**src/rtl/ev_charging_controller_if.sv**
```systemverilog
// ev_charging_controller_if
// Bundles the measurement inputs and the status outputs of the EV charging
// controller. The master drives the measurements and the slave (the
// controller) reports status back.
interface ev_charging_controller_if;
  logic [15:0] current;
  logic [15:0] voltage;
  logic [15:0] temperature;
  logic        charging;
  logic [3:0]  state;
  logic [3:0]  slot_id;
  logic [3:0]  assigned_slot_id;
  logic [31:0] charging_time;
  logic [7:0]  fault_code;

  modport master (
    output current, voltage, temperature,
    input  charging, state, slot_id, assigned_slot_id, charging_time, fault_code
  );

  modport slave (
    input  current, voltage, temperature,
    output charging, state, slot_id, assigned_slot_id, charging_time, fault_code
  );
endinterface

```
**src/rtl/ev_charging_controller.sv**
```systemverilog
// ev_charging_controller
// Session controller for an EV charging point: starts/stops charging from the
// measured voltage, assigns round-robin slots, times each session and latches
// fault causes. Optional macro EVC_TIMEOUT_EN adds a session timeout fault
// after MAX_CHARGE_CYCLES cycles in CHARGING.
//
//   state    | meaning
//   ---------+--------------------------------------------------------
//   IDLE     | no session; waiting for a plugged-in voltage
//   CHARGING | session active, charging_time counting
//   FULL     | battery at/above V_FULL; waiting for unplug
//   FAULT    | a fault was seen; waits for clean inputs and unplug
module ev_charging_controller #(
  parameter int V_START           = 1000,
  parameter int V_FULL            = 4000,
  parameter int V_MAX             = 5000,
  parameter int I_MAX             = 400,
  parameter int T_MAX             = 80,
  parameter int MAX_CHARGE_CYCLES = 1000
) (
  input  logic                     i_clk,
  input  logic                     i_reset,
  ev_charging_controller_if.slave  io_evc
);

  localparam logic [15:0] L_V_START = 16'(V_START);
  localparam logic [15:0] L_V_FULL  = 16'(V_FULL);
  localparam logic [15:0] L_V_MAX   = 16'(V_MAX);
  localparam logic [15:0] L_I_MAX   = 16'(I_MAX);
  localparam logic [15:0] L_T_MAX   = 16'(T_MAX);

  typedef enum logic [3:0] {
    ST_IDLE     = 4'b0001,
    ST_CHARGING = 4'b0010,
    ST_FULL     = 4'b0100,
    ST_FAULT    = 4'b1000
  } state_t;

  state_t      r_state;
  logic        r_charging;
  logic [3:0]  r_slot_id;
  logic [3:0]  r_assigned_slot_id;
  logic [31:0] r_charging_time;
  logic [7:0]  r_fault_code;

  logic       w_over_current;
  logic       w_over_temp;
  logic       w_over_volt;
  logic       w_timeout;
  logic [7:0] w_fault_bits;
  logic       w_fault_now;
  logic       w_below_start;
  logic       w_at_full;

  assign w_over_current = io_evc.current > L_I_MAX;
  assign w_over_temp    = io_evc.temperature > L_T_MAX;
  assign w_over_volt    = io_evc.voltage > L_V_MAX;
  assign w_below_start  = io_evc.voltage < L_V_START;
  assign w_at_full      = io_evc.voltage >= L_V_FULL;

`ifdef EVC_TIMEOUT_EN
  // Timeout fires on the last allowed CHARGING cycle so the session spends
  // exactly MAX_CHARGE_CYCLES cycles in CHARGING before FAULT.
  localparam logic [31:0] L_TIMEOUT_LIM = 32'(MAX_CHARGE_CYCLES - 1);
  assign w_timeout = (r_state == ST_CHARGING) && (r_charging_time >= L_TIMEOUT_LIM);
`else
  logic w_unused_timeout_cfg;
  assign w_unused_timeout_cfg = (MAX_CHARGE_CYCLES == 0);
  assign w_timeout = 1'b0;
`endif

  assign w_fault_bits = {4'b0000, w_timeout, w_over_volt, w_over_temp, w_over_current};
  assign w_fault_now  = |w_fault_bits;

  // Session FSM with registered status outputs; fault overrides all transitions.
  always_ff @(posedge i_clk) begin
    if (i_reset) begin
      r_state            <= ST_IDLE;
      r_charging         <= 1'b0;
      r_slot_id          <= 4'd0;
      r_assigned_slot_id <= 4'd0;
      r_charging_time    <= 32'd0;
      r_fault_code       <= 8'd0;
    end else begin
      // Every cycle spent in CHARGING counts, including the one it is left on.
      if (r_state == ST_CHARGING && r_charging_time != 32'hFFFF_FFFF) begin
        r_charging_time <= r_charging_time + 32'd1;
      end

      if (w_fault_now) begin
        r_state      <= ST_FAULT;
        r_charging   <= 1'b0;
        // fault_code is zero outside FAULT, so this both loads on entry and
        // accumulates while already faulted.
        r_fault_code <= r_fault_code | w_fault_bits;
      end else begin
        case (r_state)
          ST_IDLE: begin
            if (w_at_full) begin
              r_state <= ST_FULL;
            end else if (!w_below_start) begin
              r_state            <= ST_CHARGING;
              r_charging         <= 1'b1;
              r_assigned_slot_id <= r_slot_id;
              r_slot_id          <= r_slot_id + 4'd1;
              r_charging_time    <= 32'd0;
            end
          end
          ST_CHARGING: begin
            if (w_at_full) begin
              r_state    <= ST_FULL;
              r_charging <= 1'b0;
            end else if (w_below_start) begin
              r_state    <= ST_IDLE;
              r_charging <= 1'b0;
            end
          end
          ST_FULL: begin
            if (w_below_start) begin
              r_state <= ST_IDLE;
            end
          end
          ST_FAULT: begin
            if (w_below_start) begin
              r_state      <= ST_IDLE;
              r_fault_code <= 8'd0;
            end
          end
          default: begin
            r_state      <= ST_IDLE;
            r_charging   <= 1'b0;
            r_fault_code <= 8'd0;
          end
        endcase
      end
    end
  end

  assign io_evc.state            = r_state;
  assign io_evc.charging         = r_charging;
  assign io_evc.slot_id          = r_slot_id;
  assign io_evc.assigned_slot_id = r_assigned_slot_id;
  assign io_evc.charging_time    = r_charging_time;
  assign io_evc.fault_code       = r_fault_code;

endmodule

```
**src/flat_wrapper.sv**
```systemverilog
// flat-port wrapper written by rule: the top's interface ports become plain ports
module ev_charging_controller_flat 
#(
  parameter int V_START           = 1000,
  parameter int V_FULL            = 4000,
  parameter int V_MAX             = 5000,
  parameter int I_MAX             = 400,
  parameter int T_MAX             = 80,
  parameter int MAX_CHARGE_CYCLES = 1000
)
  (i_clk, i_reset, io_evc_current, io_evc_voltage, io_evc_temperature, io_evc_charging, io_evc_state, io_evc_slot_id, io_evc_assigned_slot_id, io_evc_charging_time, io_evc_fault_code);
  ev_charging_controller_if io_evc_i ();
  input  logic i_clk;
  input  logic i_reset;
  input wire logic [$bits(io_evc_i.current)-1:0] io_evc_current;
  input wire logic [$bits(io_evc_i.voltage)-1:0] io_evc_voltage;
  input wire logic [$bits(io_evc_i.temperature)-1:0] io_evc_temperature;
  output wire logic [$bits(io_evc_i.charging)-1:0] io_evc_charging;
  output wire logic [$bits(io_evc_i.state)-1:0] io_evc_state;
  output wire logic [$bits(io_evc_i.slot_id)-1:0] io_evc_slot_id;
  output wire logic [$bits(io_evc_i.assigned_slot_id)-1:0] io_evc_assigned_slot_id;
  output wire logic [$bits(io_evc_i.charging_time)-1:0] io_evc_charging_time;
  output wire logic [$bits(io_evc_i.fault_code)-1:0] io_evc_fault_code;
  assign io_evc_i.current = io_evc_current;
  assign io_evc_i.voltage = io_evc_voltage;
  assign io_evc_i.temperature = io_evc_temperature;
  assign io_evc_charging = io_evc_i.charging;
  assign io_evc_state = io_evc_i.state;
  assign io_evc_slot_id = io_evc_i.slot_id;
  assign io_evc_assigned_slot_id = io_evc_i.assigned_slot_id;
  assign io_evc_charging_time = io_evc_i.charging_time;
  assign io_evc_fault_code = io_evc_i.fault_code;
  ev_charging_controller #(.V_START(V_START), .V_FULL(V_FULL), .V_MAX(V_MAX), .I_MAX(I_MAX), .T_MAX(T_MAX), .MAX_CHARGE_CYCLES(MAX_CHARGE_CYCLES)) u_core (.i_clk(i_clk), .i_reset(i_reset), .io_evc(io_evc_i));
endmodule
```
**config.mk**
```make
export PLATFORM = sky130hd
export DESIGN_NAME = ev_charging_controller_flat
export DESIGN_NICKNAME = d
export VERILOG_FILES = /design/src/rtl/ev_charging_controller_if.sv /design/src/rtl/ev_charging_controller.sv /design/src/flat_wrapper.sv
export SDC_FILE = /design/constraint.sdc
export NUM_CORES = 1
export LEC_CHECK = 0
export ABC_AREA = 1
export BUFFER_PORTS_ARGS = -buffer_cell sky130_fd_sc_hd__buf_2
export CELL_PAD_IN_SITES_DETAIL_PLACEMENT = 1
export CELL_PAD_IN_SITES_GLOBAL_PLACEMENT = 1
export CORE_MARGIN = 2
export CORE_UTILIZATION = 37
export DETAILED_ROUTE_END_ITERATION = 8
export GPL_ROUTABILITY_DRIVEN = 0
export PLACE_DENSITY_LB_ADDON = 0.1
export SETUP_SLACK_MARGIN = 0.02
export SYNTH_ARGS = -nofsm -noshare
export SYNTH_HDL_FRONTEND = slang
export SYNTH_SLANG_ARGS = --single-unit
```
**constraint.sdc**
```tcl
create_clock -name i_clk -period 4.7 [get_ports i_clk]
set_input_delay 0 -clock i_clk [delete_from_list [all_inputs] [get_ports i_clk]]
set_output_delay 0 -clock i_clk [all_outputs]
set_load 0.005 [all_outputs]
```
# Word level (Yosys, flattened, before mapping)
# Cells that the tools add are included.
[word_totals]
out_inout_bits = 53
register_bits = 53
in_bits = 50
wordCells = 58
[op_classes]
order_cmp = 5
reduce_logical = 8
n_eq_ne = 12
n_mux = 19
n_addsub = 2
n_bitwise = 5
[ops]
columns = ["operator", "n"]
rows = [
  ["two-way mux 32 bit", 5],
  ["adder 32 x 1 -> 32 bit (second input constant)", 1],
  ["!= test 32 bit (second input constant)", 1],
  ["two-way mux 4 bit", 5],
  [">= comparator 16 x 12 -> 1 bit (second input constant)", 1],
  ["greater-than comparator 16 x 13 -> 1 bit (second input constant)", 1],
  ["greater-than comparator 16 x 7 -> 1 bit (second input constant)", 1],
  ["greater-than comparator 16 x 9 -> 1 bit (second input constant)", 1],
  ["less-than comparator 16 x 10 -> 1 bit (second input constant)", 1],
  ["two-way mux 8 bit", 2],
  ["case mux 8 bit (2 select lines)", 1],
  ["case mux 4 bit (3 select lines)", 1],
  ["bitwise OR 8 x 3 -> 8 bit", 1],
  ["AND reduction 4 bit", 2],
  ["!= test 3 x 1 -> 1 bit (second input constant)", 2],
  ["OR reduction 3 bit", 2],
  ["adder 4 x 1 -> 4 bit (second input constant)", 1],
  ["== test 4 x 1 -> 1 bit (second input constant)", 1],
  ["== test 4 x 2 -> 1 bit (second input constant)", 1],
  ["== test 4 x 3 -> 1 bit (second input constant)", 1],
  ["== test 4 bit (second input constant)", 1],
  ["two-way mux 1 bit", 4],
  ["!= test 2 bit (second input constant)", 2],
  ["!= test 4 x 3 -> 1 bit (second input constant)", 1],
  ["other kinds (8)", 11],
]

# Depth between registers and ports, before layout
# Gate-level depths: netlist (run 1).
[logic_depth]
word_depth = 7
mapped_depth = 12
ltp_nobuf = 12

# Least setup slack after synthesis (run 1)
# No wires, ideal clock.
[synth_path]
kind = "register to register"
startpoint = "reg u_core.r_charging_time[0] (netlist: u_core.io_evc.charging_time[0])"
endpoint = "reg u_core.r_charging_time[24] (netlist: u_core.io_evc.charging_time[24])"
period_less_slack_ns = 1.590
arrival_time_ns = 1.481
setup_slack_ns = 3.110
path_stages_with_launch = 12
t_required_ns = 4.590
setup_time_ns = 0.110
n_path_buf = 0
cell_sequence = "dfxtp_1 ha_1 nand3_2 inv_2 nand2_1 nor2_4 nand2_2 nand2_4 nor2_2 or2_1 inv_1 nor2_1"
[synth_via]
elab_chain_len = 7
elab_cells_between_ends = 8
[synth_lines]
columns = ["element", "line_no", "text"]
rows = [
  ["start, declared", "ev_charging_controller.sv:43", "logic [31:0] r_charging_time;"],
  ["start signal, assigned", "ev_charging_controller.sv:87", "r_charging_time <= r_charging_time + 32'd1;"],
  ["parallel branches: the longest is 2 deep, another holds adder 32 x 1 -> 32 bit", "-", ""],
  ["two-way mux 32 bit (*)", "ev_charging_controller.sv:86", "if (r_state == ST_CHARGING && r_charging_time != 32'hFFFF_FFFF) begin"],
  ["two-way mux 32 bit", "ev_charging_controller.sv:101", "end else if (!w_below_start) begin"],
  ["two-way mux 32 bit", "ev_charging_controller.sv:99", "if (w_at_full) begin"],
  ["two-way mux 32 bit", "ev_charging_controller.sv:97", "case (r_state)"],
  ["two-way mux 32 bit (*)", "ev_charging_controller.sv:90", "if (w_fault_now) begin"],
]
# Every way passes the cells marked *.
# A chain may end at the register's enable or synchronous reset.

# Worst setup path in the final report (run 1)
[layout_path]
startpoint = "reg u_core.r_charging_time[0] (netlist: u_core.io_evc.charging_time[0])"
endpoint = "reg u_core.r_charging_time[21] (netlist: u_core.io_evc.charging_time[21])"
# Same word-level chain as after synthesis.

==> results of run 1 <==
## layer usage
metal  up-vias  global-route usage
li1       1728                   -
met5         -                   0
met4         0             0.04348
met2        60              0.3527
met1      1564              0.2655
met3         7             0.04190
## power by group
group / leakage (nW) / switching [mW] / internal [mW] / total [mW]
registers: 0.388 / 0.00149 / 0.409 / 0.410
logic: 1.23 / 0.0337 / 0.0267 / 0.0604
clock network: 0.0541 / 0.153 / 0.158 / 0.311
total: 1.67 / 0.188 / 0.593 / 0.781
## final cells by class
class                           instances  area [um^2]  share of cell area
Inverter                               65        244.0             0.06507
Timing Repair Buffer                   98        495.5              0.1321
Clock inverter                          3        42.54             0.01134
Multi-Input combinational cell        376         1807              0.4818
Tap cell                              105        131.4             0.03504
Clock buffer                            5        68.82             0.01835
Sequential cell                        48        960.9              0.2563
## placed cells by master (no fill, tap or decap), types with 2 or more instances in the layout
| master | instances |
|---|---|
| or2_0 | 3 |
| xor2_1 | 13 |
| conb_1 | 5 |
| xnor2_1 | 3 |
| o21ai_0 | 10 |
| clkbuf_8 | 5 |
| nand2_2 | 3 |
| nand2_4 | 2 |
| nand3_1 | 18 |
| nor3b_2 | 2 |
| inv_1 | 57 |
| ha_1 | 2 |
| dfxtp_1 | 48 |
| nor2_1 | 82 |
| nand4_1 | 7 |
| nand3_2 | 3 |
| nor2_2 | 6 |
| a21oi_1 | 27 |
| nor3_1 | 18 |
| a21oi_2 | 2 |
| buf_2 | 97 |
| inv_2 | 7 |
| nor2_4 | 4 |
| nand2_1 | 152 |
| and2_1 | 2 |
| o21bai_1 | 2 |
## cells by family after synthesis
group	count (synthesis)	synth area share
AOI/OAI and AO/OA	45	0.08266
and+or+nand+nor	308	0.4429
xor gates and xnor gates	16	0.04538
buffers and inverters	76	0.1086
DFF	48	0.3112
other	1	0.001214
adders and majority gates	2	0.008102
## stage by stage
stage	total power, mW	hold WS [ps]	cell area [um^2]	worst slack [ps]
floorplan	0.4522	69.07	3103	3110
global placement	0.4776	265.9	3628	2592
CTS	0.7902	186.3	3750	2443
finish	0.7812	176.1	3750	2425
detailed placement	0.4799	272.3	3628	2462
global route	0.8149	221.8	3750	2294
## sequential cells by signal, summed over array words and instances (netlist names)
register,flops
u_core.io_evc.charging,1
u_core.io_evc.assigned_slot_id,4
u_core.io_evc.fault_code,3
u_core.io_evc.slot_id,4
u_core.io_evc.state,4
u_core.io_evc.charging_time,32
## how the worst min path moves through the flow
stage | slack, ps | to | depth (start not counted)
floorplan | 70 | u_core.io_evc.fault_code[0]$_SDFFE_PP0P_ | 1
global placement | 270 | u_core.io_evc.slot_id[0]$_SDFFE_PP0P_ | 2
detailed placement | 270 | u_core.io_evc.fault_code[1]$_SDFFE_PP0P_ | 2
CTS | 190 | u_core.io_evc.fault_code[0]$_SDFFE_PP0P_ | 5
global route | 220 | u_core.io_evc.fault_code[0]$_SDFFE_PP0P_ | 5
finish | 180 | u_core.io_evc.fault_code[0]$_SDFFE_PP0P_ | 5
## critical path, cell delays in order, from the launching register on
cell and delay (ps):
dfxtp_1 370, ha_1 250, nand3_2 110, inv_2 30
nand2_1 90, nor2_4 60, a21oi_2 730, nand3_1 250
nor2_1 210, nor2_1 70
==> results.md, run 1 <==
* Status: completed
* Leakage at roughly 1.7 nW
* RSZ-0062 raised after global routing: no
* CP Launch Type: flop
* # diodes at 0
* Synth top area share at 0.3112
* Met1 Wirelength at roughly 4.3 mm
* Root Buffer: clkbuf_8
* Tmin final at around 2300 ps
* Util after Layout at 0.4610
* Core area at just over 0.008 mm^2
* Port buffer count at 97
* Slew HR at 0.3496
* Top cells by count, synth: nand2_1, nor2_1, inv_1
* Cell Pwr Density at 208.3 mW/mm^2
* Post-CTS setup buffer count at 0
* FF+latch count, synth at 48
* Crit path launch: u_core.io_evc.charging_time[0]$_SDFF_PP0_
* Largest net degree at the start of global routing at 29
* Hold path start: io_evc_current[9]
* Die area at between 0.009 and 0.01 mm^2
* WP data arrival at around 2500 ps
* Gr ovfl total at 0
* Worst R2R Setup Slack at ~2400 ps
* Vias per cell at between 4 and 5
* Cts hold-fix bufs at 1
* EDFF count, synth at 0
* Yosys warning count at 0
* Total number of vias at roughly 3400
* Slew Viols, Final at 0
* Row cnt at 33
* WP data required at 4900 ps
* Async set or reset register ratio after synthesis at 0
* Met2 routed WL at 4.216 mm
* Total CTS buffers at 5
* MaxCap Viol Count at 0
* CTS sink count at 48
* Setup violators final at 0
* Synth-to-Final Area Change at 21.43%
* DR pass1 iterations at 4
* Total GRT Usage at 0.2055
* Ports at 103
* Largest fanout on the critical path at 22
* Final hold vios at 0
* Detail Placement HPWL at just over 7 mm
* Max Fclk at around 440 MHz
* Worst R2R Path Depth at 9
* Worst-path clk slew at roughly 100 ps
* Unique masters post-synth at 39
* Crit path to: u_core.io_evc.charging_time[21]$_SDFF_PP0_
* DRC viols at 0
* First-pass GRT wire length at 15.03 mm
* Crit path kind: flop to flop
* CTS max path bufs at 2
* PostCTS Resize Cnt at 0
* Cells after synthesis at 496
* Initial DRC Count at just over 70
* Max IR drop VDD at roughly 110 uV
* Vias in the first global route at between 3000 and 4000
* Syn Area/Cell at around 6.2 um^2
* Top sig layer: met4
* Tcrit/Tclk final at 0.4841
* Met3 WL at 389 um
* Initial Utilization at 0.3796
* WL/cell at 12.77 um
* Crit. End Element: flop
* Antenna violations before repair at 0
* Top FF cell, synth: dfxtp_1
* Area contributors post-synth: dfxtp_1, nand2_1, nor2_1, inv_1, a21oi_1
* Die height at about 95 um
* DRT antenna net count at 0
* H-tree levels at 2
* Setup Total Neg Slack at 0 ps
* Layout cells sized above 1 at 0.2319
* R2r startpoint: u_core.io_evc.charging_time[0]$_SDFF_PP0_
* Hold Path Class: primary input to flop
* Least-Margin Pin Slew at 975.6 ps
* TritonCTS clock tree: yes
* Final WL at about 9 mm
* Reg2reg end: u_core.io_evc.charging_time[21]$_SDFF_PP0_
* Latest clock arrival within the worst-skew pair at 310 ps
* Fillers at 1156
* Final non-filler cell total at 700
* Most common cell in the netlist: nand2_1
* Sequential element share of the synthesized area at 0.3112
* Net count, final at ~650
* Placed instance count at 691
* Post-synthesis cell area at 0.003088 mm^2
* Synth area leader: dfxtp_1
* Chip width at between 90 and 100 um
* Worst clock skew at slightly above 10 ps
No activity file was read; power rests on OpenSTA's default activity.
==> inputs of run 2 (changes only) <==
--- a/config.mk
+++ b/config.mk
@@ -5,12 +5,12 @@
 export SDC_FILE = /design/constraint.sdc
 export NUM_CORES = 1
 export LEC_CHECK = 0
-export ABC_AREA = 1
+export ABC_AREA = 0
 export BUFFER_PORTS_ARGS = -buffer_cell sky130_fd_sc_hd__buf_2
 export CELL_PAD_IN_SITES_DETAIL_PLACEMENT = 1
 export CELL_PAD_IN_SITES_GLOBAL_PLACEMENT = 1
 export CORE_MARGIN = 2
-export CORE_UTILIZATION = 37
+export CORE_UTILIZATION = 35
 export DETAILED_ROUTE_END_ITERATION = 8
 export GPL_ROUTABILITY_DRIVEN = 0
 export PLACE_DENSITY_LB_ADDON = 0.1
==> constraint.sdc (replaced) <==
create_clock -name i_clk -period 2.35 [get_ports i_clk]
set_input_delay 0 -clock i_clk [delete_from_list [all_inputs] [get_ports i_clk]]
set_output_delay 0 -clock i_clk [all_outputs]
set_load 0.005 [all_outputs]
==> run 2 against run 1 <==
  * Area after synthesis decreased by 14%
  * Sequential power is 100% higher
  * Global-route usage down 0.17 points
  * Worst setup slack got worse by 2300 ps
  * Synthesized cell count down 33%
  * Die area down 8.6%
  * First-iteration DRC count grew 28%
  * Combinational power rose by 87%
  * Clock skew shrank 2.8 ps
  * Total power grew 96%
  * Utilization rose by 1.2 points
  * Hold slack got worse by 110 ps
  * Critical path type unchanged
  * Critical endpoint is now u_core.io_evc.charging_time[29]$_SDFF_PP0_
  * Highest routed layer unchanged
==> results.md, run 2 <==
* Async set or reset register ratio after synthesis at 0 (unchanged)
* Antenna violations before repair at 0 (unchanged)
* Flip-flop count of the largest register after layout at 32 (unchanged)
* Sw Share at 0.2235 (-0.01707)
* Max IR drop VDD at 232.6 uV (+110%)
* H-tree levels at 2 (unchanged)
* WP data arrival at 2450 ps (-20 ps)
* WP data required at 2590 ps (-2310 ps)
* Placed instance count at 529 (-23%)
* Largest net degree at the start of global routing at 33 (+14%)
* Critical-path cell list: nand4_1 -> or2_2 -> or4_4 -> or4_1 -> a21oi_1
* EDFF count, synth at 0 (unchanged)
* Layout cells sized above 1 at 0.3212 (+0.08925)
* Tcrit/Tclk final at 0.9377 (+0.4536)
* Critical path depth at 5 (-4)
* Hold Path Class: primary input to flop
* CP Launch Type: flop
* DRC viols at 0 (unchanged)
* Total GRT Usage at 0.2038 (-0.001725)
* Latest clock arrival within the worst-skew pair at 300 ps (about the same)
* Setup violators final at 0 (unchanged)
* CP max stage cell: or4_4
* Root Buffer: clkbuf_8
* Top cells by count, synth: dfxtp_1, a21oi_1, nand2_1, nand3_1
* # diodes at 0 (unchanged)
* Ports at 103 (unchanged)
* Crit. End Element: flop
* TritonCTS clock tree: yes
* RSZ-0062 raised after global routing: yes
* Die area at 0.008314 mm^2 (-8.6%)
* MaxCap Viol Count at 0 (unchanged)
* Slew Viols, Final at 0 (unchanged)
* Final non-filler cell total at 538 (-23%)
* Vias per cell at 5.569 (+16%)
* Setup Total Neg Slack at 0 ps (unchanged)
* Pre-CTS WS at 81.72 ps (-2380 ps)
* Yosys warning count at 0 (unchanged)
* CP max stage delay at 630 ps (-100 ps)
* Final WS setup at 146.5 ps (-2278 ps)
* WHS Path Cells at 2 (-3)
* WL/cell at 15.10 um (+18%)
* Status: completed
* FF+latch count, synth at 48 (unchanged)
* Worst-path clk slew at 90 ps (about the same)
* Crit path kind: flop to flop
* Most common cell in the netlist: dfxtp_1
* Post-DP Area at 0.003324 mm^2 (-8.4%)
* Worst clock skew at 7.257 ps (-2.837 ps)
* Core area at 0.007292 mm^2 (-10%)
* Port buffer count at 97 (unchanged)
* Fin area at 0.003446 mm^2 (-8.1%)
* Chip width at 91.18 um (-4.4%)
* CTS sink count at 48 (unchanged)
* Synth area leader: dfxtp_1
* Final hold vios at 0 (unchanged)
* Clock share of power at 0.391 (-0.007)
* Gr ovfl total at 0 (unchanged)
* Total power at 1.532 mW (+96%)
* Final WL at 8.124 mm (-9.1%)
* Top FF cell, synth: dfxtp_1
* Post-synthesis cell area at 0.002660 mm^2 (-14%)
* CTS max path bufs at 2 (unchanged)
* Total number of vias at 2996 (-11%)
* Net count, final at 490 (-24%)
* Switching power total at 0.3425 mW (+82%)
* Cells after synthesis at 332 (-33%)
* DRT antenna net count at 0 (unchanged)
* Tmin final at 2204 ps (-71.52 ps)
* Internal at 1.190 mW (+100%)
* Leakage at 1.312 nW (-22%)
* Area contributors post-synth: dfxtp_1, a21oi_1, or4_1, nand3_1, o31ai_1
* Combinational Power Share at 0.074 (-0.003)
* Max Fclk at 453.8 MHz (+3.2%)
* DR pass1 iterations at 4 (unchanged)
* Die height at 91.18 um (-4.4%)
* First-pass GRT wire length at 14.26 mm (-5.1%)
* Synth top area share at 0.3612 (+0.05006)
* Initial Utilization at 0.3648 (-0.01484)
* Unique masters post-synth at 51 (+31%)
* CP bufs+invs at 0 (-1)
* Initial DRC Count at 91 (+28%)
* Row cnt at 31 (-6.1%)
* Total CTS buffers at 5 (unchanged)
* Vias in the first global route at 3096 (-7.1%)
* Largest fanout on the critical path at 11 (-50%)
* Synth-to-Final Area Change at 29.54%
* Most frequent cells in the layout: buf_2, dfxtp_1, a21oi_1
* Delay-heaviest family, CP: simple AND/OR/NAND/NOR gates
* Detail Placement HPWL at 6.237 mm (-13%)
* Sequential element share of the synthesized area at 0.3612 (+0.05006)
* Cell Pwr Density at 444.6 mW/mm^2 (+110%)
* Syn Area/Cell at 8.012 um^2 (+29%)
* Most common cell after layout, fill and taps aside: buf_2
* Worst R2R Path Depth at 5 (-4)
* Reg power frac at 0.535 (+0.010)
## run 2: cell count changes after synthesis, moves of 8 or more
cell	change
nand2_1	-132
nor2_1	-67
inv_1	-50
or4_1	+18
o31ai_1	+13
or3_1	+12
nor4_1	+11
clkbuf_1	+10
xor2_1	-10
a21oi_1	+8
o21ai_0	+8
## run 2: cell type report
type                    count  area [um^2]
repair buffers            118        655.6
flip-flops and latches     48        967.2
multi-input cells         258         1565
fillers                   966         3846
clock inverters             2        35.03
well taps                  99        123.9
clock buffers               6        72.57
inverters                   7        26.28
## run 2: path summary, 6_finish.rpt
check / start / to / slack [ps]
hold / removal: i_reset / u_core.io_evc.assigned_slot_id[1]$_SDFFE_PP0P_ / 70
setup / recovery: u_core.io_evc.charging_time[5]$_SDFF_PP0_ / u_core.io_evc.charging_time[29]$_SDFF_PP0_ / 150
setup reg to reg: u_core.io_evc.charging_time[5]$_SDFF_PP0_ / u_core.io_evc.charging_time[29]$_SDFF_PP0_ / 150
hold reg to reg: u_core.io_evc.assigned_slot_id[2]$_SDFFE_PP0P_ / u_core.io_evc.assigned_slot_id[2]$_SDFFE_PP0P_ / 480
## run 2: per-stage QoR
stage | util | hold WS [ps]
finish | 0.4725 | 66.52
global route | 0.4725 | 84.60
CTS | 0.4707 | 66.08
detailed placement | 0.4559 | 390.5
global placement | 0.4559 | 372.7
floorplan | - | 235.1
## run 2: logic make-up after synthesis
kind of cell    Yosys count  share of synthesized area
xor+xnor                  7                    0.02305
fa+ha+maj                 2                   0.009406
buf+inv                  30                    0.05880
simple gates            145                     0.3137
flops                    48                     0.3612
other cells               1                   0.001410
compound gates           99                     0.2324
## run 2: repair_timing
item,4_1_cts,5_1_grt
setup endpoints to repair,0,8
hold buffers,0,0
gates resized for setup,0,5
buffers inserted,0,1
## run 2: per-layer routing
layer,up-vias,track usage,routed length [um]
met5,-,0,0
met2,57,0.3698,4128
met3,5,0.03154,337
met4,0,0.05556,71
met1,1452,0.2486,3586
li1,1482,-,-
## run 2: power groups by stage
stage	Clock (mW)	Sequential (mW)	Combinational [mW]
floorplan	0	0.841	0.0537
global placement	0	0.839	0.111
detailed placement	0	0.839	0.115
CTS	0.618	0.820	0.115
global route	0.644	0.821	0.129
finish	0.599	0.820	0.113
==> inputs of run 3 (changes only) <==
--- a/config.mk
+++ b/config.mk
@@ -14,6 +14,7 @@
 export DETAILED_ROUTE_END_ITERATION = 8
 export GPL_ROUTABILITY_DRIVEN = 0
 export PLACE_DENSITY_LB_ADDON = 0.1
+export REMOVE_ABC_BUFFERS = 1
 export SETUP_SLACK_MARGIN = 0.02
 export SYNTH_ARGS = -nofsm -noshare
 export SYNTH_HDL_FRONTEND = slang
==> run 3 against run 2 <==
  * Non-clock buffer count is 4 higher
  * Clock skew grew 12 ps
  * Global-route usage decreased by 0.71 points
  * Utilization increased by 0.24 points
  * Combinational power about the same
  * Critical path type unchanged
  * Critical endpoint unchanged
==> results.md, run 3 (synthesis results as in run 2) <==
* WP data arrival at 2490 ps (+40 ps)
* Total CTS buffers at 5 (unchanged)
* Net count, final at 494 (+0.82%)
* Max Fclk at 446.4 MHz (-1.6%)
* Hold Path Class: primary input to flop
* DRC viols at 0 (unchanged)
* Worst-path clk slew at 90 ps (about the same)
* Total GRT Usage at 0.1966 (-0.007121)
* Die height at 91.18 um (unchanged)
* Slew HR at 0.5758
* Final WL at 7.986 mm (-1.7%)
* Flip-flop count of the largest register after layout at 32 (unchanged)
* Layout cells sized above 1 at 0.3152 (-0.005992)
* Max IR drop VDD at 323.2 uV (+39%)
* Final WS setup at 109.8 ps (-36.61 ps)
* Util after Layout at 0.4749 (+0.002403)
* # diodes at 0 (unchanged)
* Fin area at 0.003463 mm^2 (+0.51%)
* Clock share of power at 0.383 (-0.008)
* CP max stage delay at 630 ps (about the same)
* Detail Placement HPWL at 6.147 mm (-1.4%)
* Tcrit/Tclk final at 0.9533 (+0.01558)
* Placed instance count at 534 (+0.95%)
* WP data required at 2600 ps (about the same)
* Status: completed
* Gr ovfl total at 0 (unchanged)
* Final non-filler cell total at 540 (+0.37%)
* Post-DP Area at 0.003361 mm^2 (+1.1%)
* RSZ-0062 raised after global routing: no
* Worst hold margin at 69.88 ps (+3.366 ps)
* CP bufs+invs at 0 (unchanged)
* Reg power frac at 0.541 (+0.006)
* Critical-path cell list: or4b_4 -> or4_4 -> or4_1 -> a21oi_1
* Internal at 1.180 mW (-0.78%)
* Setup Total Neg Slack at 0 ps (unchanged)
* Setup violators final at 0 (unchanged)
* Crit path kind: flop to flop
* Switching power total at 0.3345 mW (-2.3%)
* Root Buffer: clkbuf_8
* Port buffer count at 97 (unchanged)
* WL/cell at 14.79 um (-2.1%)
* CP max stage cell: or4_4
* Initial Utilization at 0.3648 (unchanged)
* TritonCTS clock tree: yes
* Vias in the first global route at 2947 (-4.8%)
* Vias per cell at 5.552 (-0.30%)
* Sw Share at 0.2208 (-0.002729)
* Least-Margin Pin Slew at between 600 and 700 ps
* Total number of vias at 2998 (+0.067%)
* Largest fanout on the critical path at 11 (unchanged)
* CTS max path bufs at 2 (unchanged)
* Ports at 103 (unchanged)
* Cts hold-fix bufs at 0 (unchanged)
* Worst clock skew at 18.97 ps (+11.72 ps)
* Delay-heaviest family, CP: simple AND/OR/NAND/NOR gates
* Largest net degree at the start of global routing at 33 (unchanged)
* Worst R2R Setup Slack at 110 ps (-40 ps)
* H-tree levels at 2 (unchanged)
* Core area at 0.007292 mm^2 (unchanged)
* Total power at 1.515 mW (-1.1%)
* Leakage at 1.328 nW (+1.2%)
* Antenna violations before repair at 0 (unchanged)
* Most common cell after layout, fill and taps aside: buf_2
* Latest clock arrival within the worst-skew pair at 310 ps (about the same)
* First-pass GRT wire length at 13.77 mm (-3.5%)
* Slew Viols, Final at 0 (unchanged)
* Final hold vios at 0 (unchanged)
* CP Launch Type: flop
* Crit. End Element: flop
* MaxCap Viol Count at 0 (unchanged)
* Chip width at 91.18 um (unchanged)
* CTS sink count at 48 (unchanged)
* Combinational Power Share at 0.076 (+0.002)
* Synth-to-Final Area Change at 30.20%
* DRT antenna net count at 0 (unchanged)
* Most frequent cells in the layout: buf_2, dfxtp_1, a21oi_1
* Cell Pwr Density at 437.4 mW/mm^2 (-1.6%)
* Pre-CTS WS at 110.7 ps (+29.03 ps)
* Row cnt at 31 (unchanged)
* Initial DRC Count at 68 (-25%)
* DR pass1 iterations at 4 (unchanged)
* Tmin final at 2240 ps (+36.61 ps)
* Die area at 0.008314 mm^2 (unchanged)
run 3: repair_timing:
item / CTS / global route
buffers inserted: 0 / 0
endpoints found under the setup margin: 0 / 4
resized for setup: 0 / 2
run 3: worst paths after layout:
check / startpoint / to / cells past startpoint
min reg2reg: u_core.io_evc.assigned_slot_id[2]$_SDFFE_PP0P_ / u_core.io_evc.assigned_slot_id[2]$_SDFFE_PP0P_ / 2
min: io_evc_current[11] / u_core.io_evc.fault_code[0]$_SDFFE_PP0P_ / 5
max reg2reg: u_core.io_evc.state[0]$_SDFFE_PP1P_ / u_core.io_evc.charging_time[29]$_SDFF_PP0_ / 4
max: u_core.io_evc.state[0]$_SDFFE_PP1P_ / u_core.io_evc.charging_time[29]$_SDFF_PP0_ / 4
run 3: final cells by class:
| class | instances | area, um^2 |
|---|---|---|
| flip-flops and latches | 48 | 960.9 |
| repair buffers | 122 | 685.7 |
| clock buffers | 5 | 68.82 |
| multi-input cells | 258 | 1568 |
| well taps | 99 | 123.9 |
| inverters | 7 | 26.28 |
| fillers | 962 | 3829 |
| clock inverters | 1 | 30.03 |
run 3: per-layer routing:
layer  vias up  wire, um  part of all wire  global-route usage
li1       1488         -                 -                   -
met1      1429      3580              0.45              0.2442
met2        73      3978              0.50              0.3562
met3         8       358             0.045             0.02988
met4         0        68            0.0085             0.04545
met5         -         0                 0                   0
run 3: power groups by stage:
stage / combinational [mW] / clock [mW] / sequential [mW]
2_1_floorplan: 0.0390 / 0 / 0.842
3_3_place_gp: 0.114 / 0 / 0.839
3_5_place_dp: 0.117 / 0 / 0.839
4_1_cts: 0.117 / 0.597 / 0.820
5_1_grt: 0.130 / 0.629 / 0.820
6_report: 0.115 / 0.580 / 0.820
run 3: worst min-delay path: stages:
cell and delay (ps):
buf_2 80, nor4_1 50, nand2_1 50, nor3_1 40
nor3_1 110
